### config.mk
export PLATFORM = sky130hd
export DESIGN_NAME = pipe_hazard_ctrl
export DESIGN_NICKNAME = d
export VERILOG_FILES = /design/src/rtl/pipe_hazard_ctrl.sv
export SDC_FILE = /design/constraint.sdc
export NUM_CORES = 1
export LEC_CHECK = 0
export ABC_AREA = 1
export ABC_CLOCK_PERIOD_IN_PS = 3700
export CAP_MARGIN = 20
export CORE_MARGIN = 2
export CORE_UTILIZATION = 45
export DETAILED_ROUTE_END_ITERATION = 8
export PLACE_DENSITY = 0.95
export SKIP_CTS_REPAIR_TIMING = 1
export SLEW_MARGIN = 15
export SYNTH_ARGS = -nofsm -noshare
export SYNTH_HDL_FRONTEND = slang
export SYNTH_SLANG_ARGS = --single-unit
### constraint.sdc
create_clock -name CLK -period 3.7 [get_ports CLK]
set_clock_uncertainty 0.05 [all_clocks]
set_input_delay 0.37 -clock CLK [delete_from_list [all_inputs] [get_ports CLK]]
set_output_delay 0.37 -clock CLK [all_outputs]
set_load 0.05 [all_outputs]
### src/rtl/pipe_hazard_ctrl.sv
// Pipeline hazard controller: operand forwarding, load/branch/mul-div stalls,
// IF/ID flush control and a fixed-latency mul/div occupancy tracker.
module pipe_hazard_ctrl #(
   parameter int unsigned MD_LAT = 8
) (
   input  logic       CLK,
   input  logic       RST,
   input  logic [4:0] RsD,
   input  logic [4:0] RtD,
   input  logic [4:0] RsE,
   input  logic [4:0] RtE,
   input  logic [4:0] WriteRegE,
   input  logic [4:0] WriteRegM,
   input  logic [4:0] WriteRegW,
   input  logic       RegWriteE,
   input  logic       RegWriteM,
   input  logic       RegWriteW,
   input  logic       MemtoRegE,
   input  logic       MemtoRegM,
   input  logic       BranchD,
   input  logic       PCSrcD,
   input  logic       JumpD,
   input  logic       MdOpD,
   input  logic       MdStartE,
   output logic       StallF,
   output logic       EnD,
   output logic       ClrD,
   output logic       FlushE,
   output logic       ForwardAD,
   output logic       ForwardBD,
   output logic [1:0] ForwardAE,
   output logic [1:0] ForwardBE,
   output logic       MdBusy,
   output logic       MdDone
);

   localparam int unsigned CNT_W = 5;

   typedef enum logic {
      IDLE = 1'b0,
      BUSY = 1'b1
   } md_state_t;

   md_state_t          state, state_nxt;
   logic [CNT_W-1:0]   cnt, cnt_nxt;
   logic               done_q, done_nxt;

   logic m_wr, w_wr, e_wr, m_ld;
   logic lwstall, brstall, mdstall, stall;

   // Mul/div occupancy state register; reset aborts any operation in flight
   always_ff @(posedge CLK or negedge RST) begin
      if (!RST) begin
         state  <= IDLE;
         cnt    <= '0;
         done_q <= 1'b0;
      end else begin
         state  <= state_nxt;
         cnt    <= cnt_nxt;
         done_q <= done_nxt;
      end
   end

   // Next state: a start while busy is ignored
   always_comb begin
      state_nxt = state;
      cnt_nxt   = cnt;
      done_nxt  = 1'b0;
      case (state)
         IDLE: begin
            if (MdStartE) begin
               state_nxt = BUSY;
               cnt_nxt   = CNT_W'(MD_LAT - 1);
            end
         end
         BUSY: begin
            if (cnt == '0) begin
               state_nxt = IDLE;
               done_nxt  = 1'b1;
            end else begin
               cnt_nxt = cnt - CNT_W'(1);
            end
         end
         default: state_nxt = IDLE;
      endcase
   end

   assign MdBusy = (state == BUSY);
   assign MdDone = done_q;

   // Writers that can supply a value; register 0 is never forwarded
   assign m_wr = RegWriteM && (WriteRegM != '0);
   assign w_wr = RegWriteW && (WriteRegW != '0);
   assign e_wr = RegWriteE && (WriteRegE != '0);
   assign m_ld = MemtoRegM && (WriteRegM != '0);

   assign lwstall = MemtoRegE && (RtE != '0) && ((RtE == RsD) || (RtE == RtD));
   assign brstall = BranchD &&
                    ((e_wr && ((WriteRegE == RsD) || (WriteRegE == RtD))) ||
                     (m_ld && ((WriteRegM == RsD) || (WriteRegM == RtD))));
   assign mdstall = MdOpD && ((state == BUSY) || MdStartE);
   assign stall   = RST && (lwstall || brstall || mdstall);

   // Hazard outputs are forced to their quiet values while reset is held
   always_comb begin
      StallF    = stall;
      EnD       = !stall;
      FlushE    = stall;
      ClrD      = RST && (PCSrcD || JumpD) && !stall;
      ForwardAD = RST && m_wr && (WriteRegM == RsD);
      ForwardBD = RST && m_wr && (WriteRegM == RtD);
      ForwardAE = 2'b00;
      ForwardBE = 2'b00;
      if (RST) begin
         if (m_wr && (WriteRegM == RsE))      ForwardAE = 2'b10;
         else if (w_wr && (WriteRegW == RsE)) ForwardAE = 2'b01;
         if (m_wr && (WriteRegM == RtE))      ForwardBE = 2'b10;
         else if (w_wr && (WriteRegW == RtE)) ForwardBE = 2'b01;
      end
   end

endmodule

# Yosys cells after proc, flatten, opt, wreduce, memory -nomap -nowiden
# Index checks and enable logic that the tools add are counted.
[totals] ff_bits=7 inputBits=47 elab_cells=66 out_inout_bits=12
[classes] n_eq_ne=12 addsub=1 mux=14 reduce_logical=35 bitwise_logic=1
[ops] cell="equality test 5 bit" n=10
[ops] cell="logical AND 1 bit" n=20
[ops] cell="nonzero test 5 bit" n=4
[ops] cell="2-to-1 mux 5 bit" n=2
[ops] cell="one-hot mux 5 bit (2 select lines)" n=1
[ops] cell="logical OR 1 bit" n=8
[ops] cell="2-to-1 mux 2 bit" n=4
[ops] cell="2-to-1 mux 1 bit" n=6
[ops] cell="logical NOT 5 bit" n=1
[ops] cell="subtractor 5 x 1 -> 5 bit, second input constant" n=1
[ops] cell="inequality test 2 bit, second input constant" n=2
[ops] cell="one-hot mux 1 bit (2 select lines)" n=1
[ops] cell="AND reduction 2 bit" n=1
[ops] cell="logical NOT 1 bit" n=1
[ops] cell="inverter 1 bit" n=1

# Depth between registers and ports, before layout
# Gate-level depths: netlist of run 1.
[depth] ltp_word=10 mapped_depth=12 depth_no_buf=11

# Worst setup path before layout of run 1
# No wires, ideal clock.
[synth_timing] path_type="input -> output" startpoint="input port WriteRegM[4]" endpoint="output port StallF" stages=11 path_buffers=2 path_slack_ns=1.418 t_arrival_ns=1.862 t_required_ns=3.280 path_cell_list="buf_4 nand2_1 nand2_1 nor2_1 nand3_2 nand2_1 nand2_1 nand2_1 nand2_2 a21oi_2 buf_4"
[synth_via] elab_chain_cells=8 elab_cells_between_ends=11 classes_between="eq/ne: 2; reduce/logical: 9"
[synth_rtl] item="from (decl)" line_no="13" source="input logic [4:0] WriteRegM,"
[synth_rtl] item="equality test 5 bit or nonzero test 5 bit (tied branches)" line_no="100, 95"
[synth_rtl] item="logical OR 1 bit or logical AND 1 bit (tied branches)" line_no="100, 95"
[synth_rtl] item="logical AND 1 bit *" line_no="100" source="(m_ld && ((WriteRegM == RsD) || (WriteRegM == RtD))));"
[synth_rtl] item="logical OR 1 bit *" line_no="99" source="((e_wr && ((WriteRegE == RsD) || (WriteRegE == RtD))) ||"
[synth_rtl] item="logical AND 1 bit *" line_no="98" source="assign brstall = BranchD &&"
[synth_rtl] item="logical OR 1 bit * (2 in series)" line_no="102" source="assign stall = RST && (lwstall || brstall || mdstall);"
[synth_rtl] item="logical AND 1 bit *" line_no="102"
[synth_rtl] item="to (decl)" line_no="25" source="output logic StallF,"
# Every way passes the cells marked *; elsewhere a longest branch is shown, timed or not.

# Final worst setup path of run 1
[layout_timing] startpoint="input port WriteRegM[2]" endpoint="output port FlushE"
[layout_via] elab_chain_cells=8 elab_cells_between_ends=11 classes_between="eq/ne: 2; reduce/logical: 9"
[layout_rtl] item="equality test 5 bit or nonzero test 5 bit (tied branches)" line_no="100, 95"
[layout_rtl] item="logical OR 1 bit or logical AND 1 bit (tied branches)" line_no="100, 95"
[layout_rtl] item="logical AND 1 bit *" line_no="100"
[layout_rtl] item="logical OR 1 bit *" line_no="99"
[layout_rtl] item="logical AND 1 bit *" line_no="98"
[layout_rtl] item="logical OR 1 bit * (2 in series)" line_no="102"
[layout_rtl] item="logical AND 1 bit *" line_no="102"
[layout_rtl] item="to (decl)" line_no="28" source="output logic FlushE,"
# Marks and branches as above.

==> Flow_metrics.wiki, run 1 <==
{| class="wikitable"
! Metric !! Value
|-
| Status || finished clean
|-
| Most common cell in the netlist || sky130_fd_sc_hd__nand2_1
|-
| Gate Count Post-Synth || 238
|-
| CP Class || primary input to output pin
|-
| Buffers & Inverters on Critical Path || 3
|-
| Final WL || 3.64 mm
|-
| Fin. max-slew vios || 0
|-
| Std-Cell Rows || 19
|-
| Drt first-iter violations || 61
|-
| Die span in x || 57.6 microns
|-
| Largest stage delay on the critical path || 0.82 ns
|-
| Post-synth net total || 287
|-
| CTS Buf Count || 3
|-
| Fraction of synthesized cell area taken by the top area cell type || 25.0%
|-
| Count of input and output buffers || 58
|-
| Average wire length per cell after detail routing || 11.1 microns
|-
| Power per Cell Area || 304 nW/um^2
|-
| Maximum Capacitance Violations || 0
|-
| Unrepaired setup endpoints after global routing || no
|-
| Routability congestion estimate from global placement || 0.887
|-
| Max stage delay cell, worst path || sky130_fd_sc_hd__clkdlybuf4s50_1
|-
| Hold Violations, Final || 0
|-
| Setup violators final || 0
|-
| Die Span Y || 57.6 microns
|-
| Post-detailed-route count of antenna-violating nets || 0
|-
| Root buffer selected by CTS || sky130_fd_sc_hd__clkbuf_4
|-
| Clock edge transition at the registers on the reported setup and hold paths || 0.06 ns
|-
| Series of cell instances along the critical path || clkdlybuf4s50_1, inv_2, nand2_1, nand2_2, nor2_2, nand3_1, nand2_1, nand2_1, nand2_1, nand2_2, a21oi_2, clkdlybuf4s50_1
|-
| Pre-antenna DRT Iters || 4
|-
| Die footprint || 3320 sq um
|-
| Top FF cell, synth || sky130_fd_sc_hd__dfrtp_1
|-
| Flops & latches, synth || 7
|-
| Most prevalent standard cell on the critical path || sky130_fd_sc_hd__nand2_1
|-
| Cell type group with the largest total delay on the critical path || buffers and inverters
|-
| Post-route clock period utilization || 81.9%
|-
| All-Layer GR Usage || 23.4%
|-
| Min-Delay Path Class || primary input to async pin
|-
| Reg2reg path depth || 8
|-
| Top achievable clock speed || 330 MHz
|-
| Remaining Overflow, GRT || 0
|-
| Data required time of the critical path || 3.28 ns
|-
| TritonCTS clock tree || built
|-
| Effective utilization at floorplan || 47.3%
|-
| Worst R2R End || cnt[3]$_DFFE_PN0P_
|-
| CP max FO || 6
|-
| Highest ir drop seen on vdd || 495 uV
|-
| Placeable core area || 2730 sq um
|-
| Vias in the first global route || 1457
|-
| DR DRC count || 0
|-
| Critical Path Source Type || primary input
|-
| Share of flip-flops with an asynchronous set or reset after synthesis || 100%
|-
| Deepest level of the CTS H-tree || 1
|-
| Commonest cells in the synthesized netlist || 86 x sky130_fd_sc_hd__nand2_1, 36 x sky130_fd_sc_hd__inv_1, 19 x sky130_fd_sc_hd__nor2_1
|-
| Syn Std Cell Area || 1290 sq um
|-
| Clock net sink count || 7
|-
| Startpoint of the most critical register-to-register path || cnt[0]$_DFFE_PN0P_
|-
| Insertion delay of the later-clocked pin in the worst-skew pair || 0.25 ns
|-
| Via-per-instance ratio || 4.93
|-
| Syn. warnings || 0
|-
| Hpwl dp || 3.08 mm
|-
| Inserted Diodes || 0
|-
| Maximum number of pins on one net before global-route repair || 12
|-
| Slew HR || 66.5%
|-
| Cell count after placement || 323
|-
| Count of vias placed by the detailed router || 1613
|-
| Critical path data arrival time || 2.61 ns
|-
| Min cycle time layout || 3.03 ns
|-
| Post-Syn Area per Cell || 5.43 sq um
|-
| Share of final-layout standard cells stronger than drive strength 1 || 7.77%
|-
| Final setup TNS || 0 ns
|-
| Number of flops mapped to enable cells by yosys || 0
|-
| Global-route wire length before repair || 6.18 mm
|-
| Cell type contributing the most total cell area after synthesis || sky130_fd_sc_hd__nand2_1
|-
| IO Count || 59
|-
| Slew at the pin with the worst max-slew slack || 0.501 ns
|-
| Register-to-register setup slack || 2.27 ns
|-
| Final nets || 346
|-
| Sequential cell area fraction in the yosys report || 13.6%
|-
| Leakage power summed over all cells || 0.995 nW
|-
| Layout-stage area growth over the synthesis result || 47.2%
|-
| Initial antenna violation count || 0
|-
| Post-route non-filler standard cell count || 327
|-
| Bufs on Longest Clock Path || 2
|-
| Unique masters post-synth || 26
|-
| Largest cells by area after synthesis || sky130_fd_sc_hd__nand2_1 25%, sky130_fd_sc_hd__dfrtp_1 14%, sky130_fd_sc_hd__inv_1 10%
|-
| CP endpoint kind || output pin
|}
==> flip-flops by register name (all words and copies together), names as in the netlist <==
signal / count
cnt: 5
MdBusy: 1
MdDone: 1
==> layout make-up <==
| type | count | area [sq um] |
|---|---|---|
| Multi-Input combinational cell | 182 | 910 |
| Fill cell | 238 | 831 |
| Timing Repair Buffer | 59 | 588 |
| Sequential cell | 7 | 175 |
| Inverter | 44 | 165 |
| Tap cell | 31 | 38.8 |
| Clock buffer | 4 | 26.3 |
==> worst register-to-register path, stage by stage (launching register included) <==
cell	delay, ns
sky130_fd_sc_hd__dfrtp_1	0.36
sky130_fd_sc_hd__inv_1	0.12
sky130_fd_sc_hd__ha_1	0.16
sky130_fd_sc_hd__nand4_1	0.11
sky130_fd_sc_hd__nand2_1	0.11
sky130_fd_sc_hd__nand2_2	0.11
sky130_fd_sc_hd__inv_2	0.09
sky130_fd_sc_hd__o21ai_0	0.06
sky130_fd_sc_hd__nor3b_2	0.15
==> metrics by stage <==
| stage | util, % | setup WS, ns | hold WS, ns | area [sq um] | power, mW |
|---|---|---|---|---|---|
| floorplan | - | 1.42 | 0.0244 | 1290 | 0.371 |
| global placement | 68.6 | 0.706 | 0.458 | 1880 | 0.486 |
| detailed placement | 68.6 | 0.659 | 0.490 | 1880 | 0.500 |
| CTS | 69.6 | 0.656 | 0.350 | 1900 | 0.579 |
| global route | 69.6 | 0.469 | 0.361 | 1900 | 0.626 |
| finish | 69.6 | 0.668 | 0.352 | 1900 | 0.578 |
==> layout by cell type (no fill, tap or decap), types with 2 or more instances in the layout <==
| cell type | Yosys | routed |
|---|---|---|
| sky130_fd_sc_hd__nor3_1 | 6 | 6 |
| sky130_fd_sc_hd__a21oi_2 | 2 | 2 |
| sky130_fd_sc_hd__inv_1 | 36 | 36 |
| sky130_fd_sc_hd__clkbuf_4 | 0 | 3 |
| sky130_fd_sc_hd__xnor2_1 | 8 | 8 |
| sky130_fd_sc_hd__nor2_2 | 2 | 2 |
| sky130_fd_sc_hd__nand4_1 | 6 | 6 |
| sky130_fd_sc_hd__nor2_1 | 19 | 19 |
| sky130_fd_sc_hd__nand2_2 | 4 | 4 |
| sky130_fd_sc_hd__o21ai_0 | 7 | 7 |
| sky130_fd_sc_hd__o22ai_1 | 4 | 4 |
| sky130_fd_sc_hd__a21oi_1 | 8 | 8 |
| sky130_fd_sc_hd__nand3_1 | 12 | 12 |
| sky130_fd_sc_hd__inv_2 | 8 | 8 |
| sky130_fd_sc_hd__xor2_1 | 10 | 10 |
| sky130_fd_sc_hd__nand2_1 | 86 | 86 |
| sky130_fd_sc_hd__clkdlybuf4s50_1 | 0 | 58 |
| sky130_fd_sc_hd__ha_1 | 2 | 2 |
| sky130_fd_sc_hd__dfrtp_1 | 7 | 7 |
==> how the worst max path moves through the flow <==
| stage | to | slack [ns] | cells after the start | from |
|---|---|---|---|---|
| after CTS | FlushE | 0.66 | 12 | WriteRegM[4] |
| after global routing | FlushE | 0.47 | 12 | WriteRegM[2] |
| final | FlushE | 0.67 | 12 | WriteRegM[2] |
| after detailed placement | FlushE | 0.66 | 12 | WriteRegM[4] |
| after floorplan | StallF | 1.42 | 11 | WriteRegM[4] |
| after global placement | StallF | 0.71 | 12 | WriteRegM[4] |
==> power by group <==
| part | switching (mW) | internal (mW) | total, mW | leakage, nW |
|---|---|---|---|---|
| logic | 0.217 | 0.153 | 0.370 | 0.896 |
| registers | 0.0247 | 0.113 | 0.137 | 0.0836 |
| clock network | 0.0295 | 0.0412 | 0.0707 | 0.0150 |
| total | 0.271 | 0.307 | 0.578 | 0.995 |
==> cell families after synthesis <==
family / after synthesis / share of synthesized area (%)
simple gates: 139 / 46.0
buf+inv: 49 / 16.1
compound gates: 23 / 10.3
xor+xnor: 18 / 12.2
flops: 7 / 13.6
fa+ha+maj: 2 / 1.94
==> routing by layer <==
metal  global-route usage, %  routed length [microns]  vias to the layer above
met1                    29.2                     1540                      688
met3                    3.63                      301                        2
met5                       0                        0                        -
met4                    4.32                        8                        0
met2                    42.4                     1790                       73
li1                        -                        -                      850
Note: power is estimated with default switching activity, not from simulation.
==> run 2: changes to the inputs <==
Settings changed: ABC_CLOCK_PERIOD_IN_PS 3700 to 3100, CORE_UTILIZATION 45 to 42, PLACE_DENSITY 0.95 to 0.91.
Clock period 3.7 ns to 3.1 ns, I/O delays scaled along.
==> Flow_metrics.wiki, run 2 (synthesized netlist as in run 1, its figures left out) <==
{| class="wikitable"
! Metric !! Value
|-
| Effective utilization at floorplan || 43.4%
|-
| Buffers & Inverters on Critical Path || 3
|-
| Maximum Capacitance Violations || 0
|-
| Final WL || 3.62 mm
|-
| Min-Delay Path Class || primary input to async pin
|-
| Deepest level of the CTS H-tree || 1
|-
| Average wire length per cell after detail routing || 11.0 microns
|-
| Post-detailed-route count of antenna-violating nets || 0
|-
| Die Span Y || 59.5 microns
|-
| Std-Cell Rows || 20
|-
| Power per Cell Area || 362 nW/um^2
|-
| CP Class || primary input to output pin
|-
| Layout-stage area growth over the synthesis result || 45.9%
|-
| Via-per-instance ratio || 4.88
|-
| CP max FO || 6
|-
| Clock net sink count || 7
|-
| Part of the power in combinational logic || 63.8%
|-
| Post-route clock period utilization || 87.2%
|-
| Remaining Overflow, GRT || 0
|-
| Placeable core area || 2980 sq um
|-
| Data required time of the critical path || 2.74 ns
|-
| Min cycle time layout || 2.70 ns
|-
| Root buffer selected by CTS || sky130_fd_sc_hd__clkbuf_4
|-
| Fin. max-slew vios || 0
|-
| Setup violators final || 0
|-
| Series of cell instances along the critical path || clkdlybuf4s50_1, nor3_1, nand3_1, nand2_1, inv_1, nand2_1, nor2_1, clkdlybuf4s50_1
|-
| Status || finished clean
|-
| Post-route non-filler standard cell count || 329
|-
| Internal power component || 363 uW
|-
| CP endpoint kind || output pin
|-
| Commonest non-fill, non-tap cell in the layout || sky130_fd_sc_hd__nand2_1
|-
| Number of flip-flops under the largest register name || 5
|-
| Count of input and output buffers || 58
|-
| Most frequent cells in the layout || 86 x sky130_fd_sc_hd__nand2_1, 50 x sky130_fd_sc_hd__clkdlybuf4s50_1, 36 x sky130_fd_sc_hd__inv_1, 19 x sky130_fd_sc_hd__nor2_1, 12 x sky130_fd_sc_hd__nand3_1
|-
| Hold Violations, Final || 0
|-
| Part of the total power dissipated in the clock network || 12.6%
|-
| Sequential fraction of design power || 23.6%
|-
| Inserted Diodes || 0
|-
| Insertion delay of the later-clocked pin in the worst-skew pair || 0.26 ns
|-
| Largest stage delay on the critical path || 0.82 ns
|-
| Drt first-iter violations || 67
|-
| Pre-antenna DRT Iters || 4
|-
| Cell count after placement || 325
|-
| Hpwl dp || 3.14 mm
|-
| Maximum number of pins on one net before global-route repair || 11
|-
| Critical Path Source Type || primary input
|-
| Die span in x || 59.5 microns
|-
| Clock edge transition at the registers on the reported setup and hold paths || 0.06 ns
|-
| Die footprint || 3540 sq um
|-
| Slew at the pin with the worst max-slew slack || 0.502 ns
|-
| Biggest register || cnt
|-
| IO Count || 59
|-
| Leakage power summed over all cells || 1.01 nW
|-
| Net switching power figure || 320 uW
|-
| Critical path data arrival time || 2.34 ns
|-
| Slew HR || 66.4%
|-
| DR DRC count || 0
|-
| TritonCTS clock tree || built
|-
| Switching Fraction || 46.9%
|-
| Routability congestion estimate from global placement || 0.888
|-
| Bufs on Longest Clock Path || 2
|-
| Final nets || 346
|-
| Count of vias placed by the detailed router || 1604
|-
| Highest ir drop seen on vdd || 154 uV
|-
| Initial antenna violation count || 0
|-
| Max stage delay cell, worst path || sky130_fd_sc_hd__clkdlybuf4s50_1
|-
| Vias in the first global route || 1360
|-
| CTS Buf Count || 3
|-
| All-Layer GR Usage || 20.4%
|-
| Share of final-layout standard cells stronger than drive strength 1 || 10.5%
|-
| Cell type group with the largest total delay on the critical path || buffers and inverters
|-
| Final setup TNS || 0 ns
|-
| Global-route wire length before repair || 5.62 mm
|-
| Unrepaired setup endpoints after global routing || no
|-
| Top achievable clock speed || 370 MHz
|}
## run 2: cell count changes in the layout (fill, tap and decap cells not counted), sizes merged
cell,previous run,this run
buf,1,9
clkdlybuf4s50,58,50
## run 2: path summary, 6_finish.rpt
check / to / cells past startpoint / from / slack [ns]
worst max-delay path: ForwardAD / 8 / WriteRegM[2] / 0.40
worst min-delay path: cnt[4]$_DFFE_PN0P_ / 2 / RST / 0.39
worst max register to register: cnt[4]$_DFFE_PN0P_ / 8 / cnt[1]$_DFFE_PN0P_ / 1.67
worst min register to register: cnt[4]$_DFFE_PN0P_ / 2 / cnt[4]$_DFFE_PN0P_ / 0.48
max in group asynchronous: MdBusy$_DFF_PN0_ / 2 / RST / 2.47
min in group CLK: cnt[4]$_DFFE_PN0P_ / 2 / cnt[4]$_DFFE_PN0P_ / 0.48
## run 2: metal layers
metal	wire [microns]	up-vias	share of wire (%)	global-route usage, %
li1	-	851	-	-
met1	1630	701	45	26.1
met2	1790	52	49	36.7
met3	205	0	5.7	2.40
met4	0	0	0	3.25
met5	0	-	0	0
## run 2: power by group through the flow
| stage | Combinational [mW] | Sequential [mW] | Clock [mW] |
|---|---|---|---|
| 2_1_floorplan | 0.257 | 0.186 | 0 |
| 3_3_place_gp | 0.420 | 0.159 | 0 |
| 3_5_place_dp | 0.434 | 0.162 | 0 |
| 4_1_cts | 0.435 | 0.161 | 0.0897 |
| 5_1_grt | 0.479 | 0.164 | 0.0949 |
| 6_report | 0.436 | 0.161 | 0.0863 |
## run 2: stage by stage
step | util, % | power [mW] | hold slack [ns] | instance area [sq um] | setup slack, ns
after floorplan | - | 0.443 | -0.0356 | 1290 | 0.938
after global placement | 62.4 | 0.579 | 0.460 | 1860 | 0.484
after detailed placement | 62.4 | 0.596 | 0.480 | 1860 | 0.422
after CTS | 63.3 | 0.686 | 0.393 | 1890 | 0.416
after global routing | 63.3 | 0.738 | 0.398 | 1890 | 0.264
final | 63.3 | 0.683 | 0.394 | 1890 | 0.396
## run 2: layout make-up
type	count	area, sq um
Clock buffer	4	26.3
Fill cell	262	1090
Inverter	44	165
Multi-Input combinational cell	182	910
Sequential cell	7	175
Tap cell	33	41.3
Timing Repair Buffer	59	568
==> run 3: changes to the inputs <==
Settings changed: TNS_END_PERCENT set to 1.
==> results of run 3 <==
The final DEF is identical to that of run 2; final timing and power are the same.
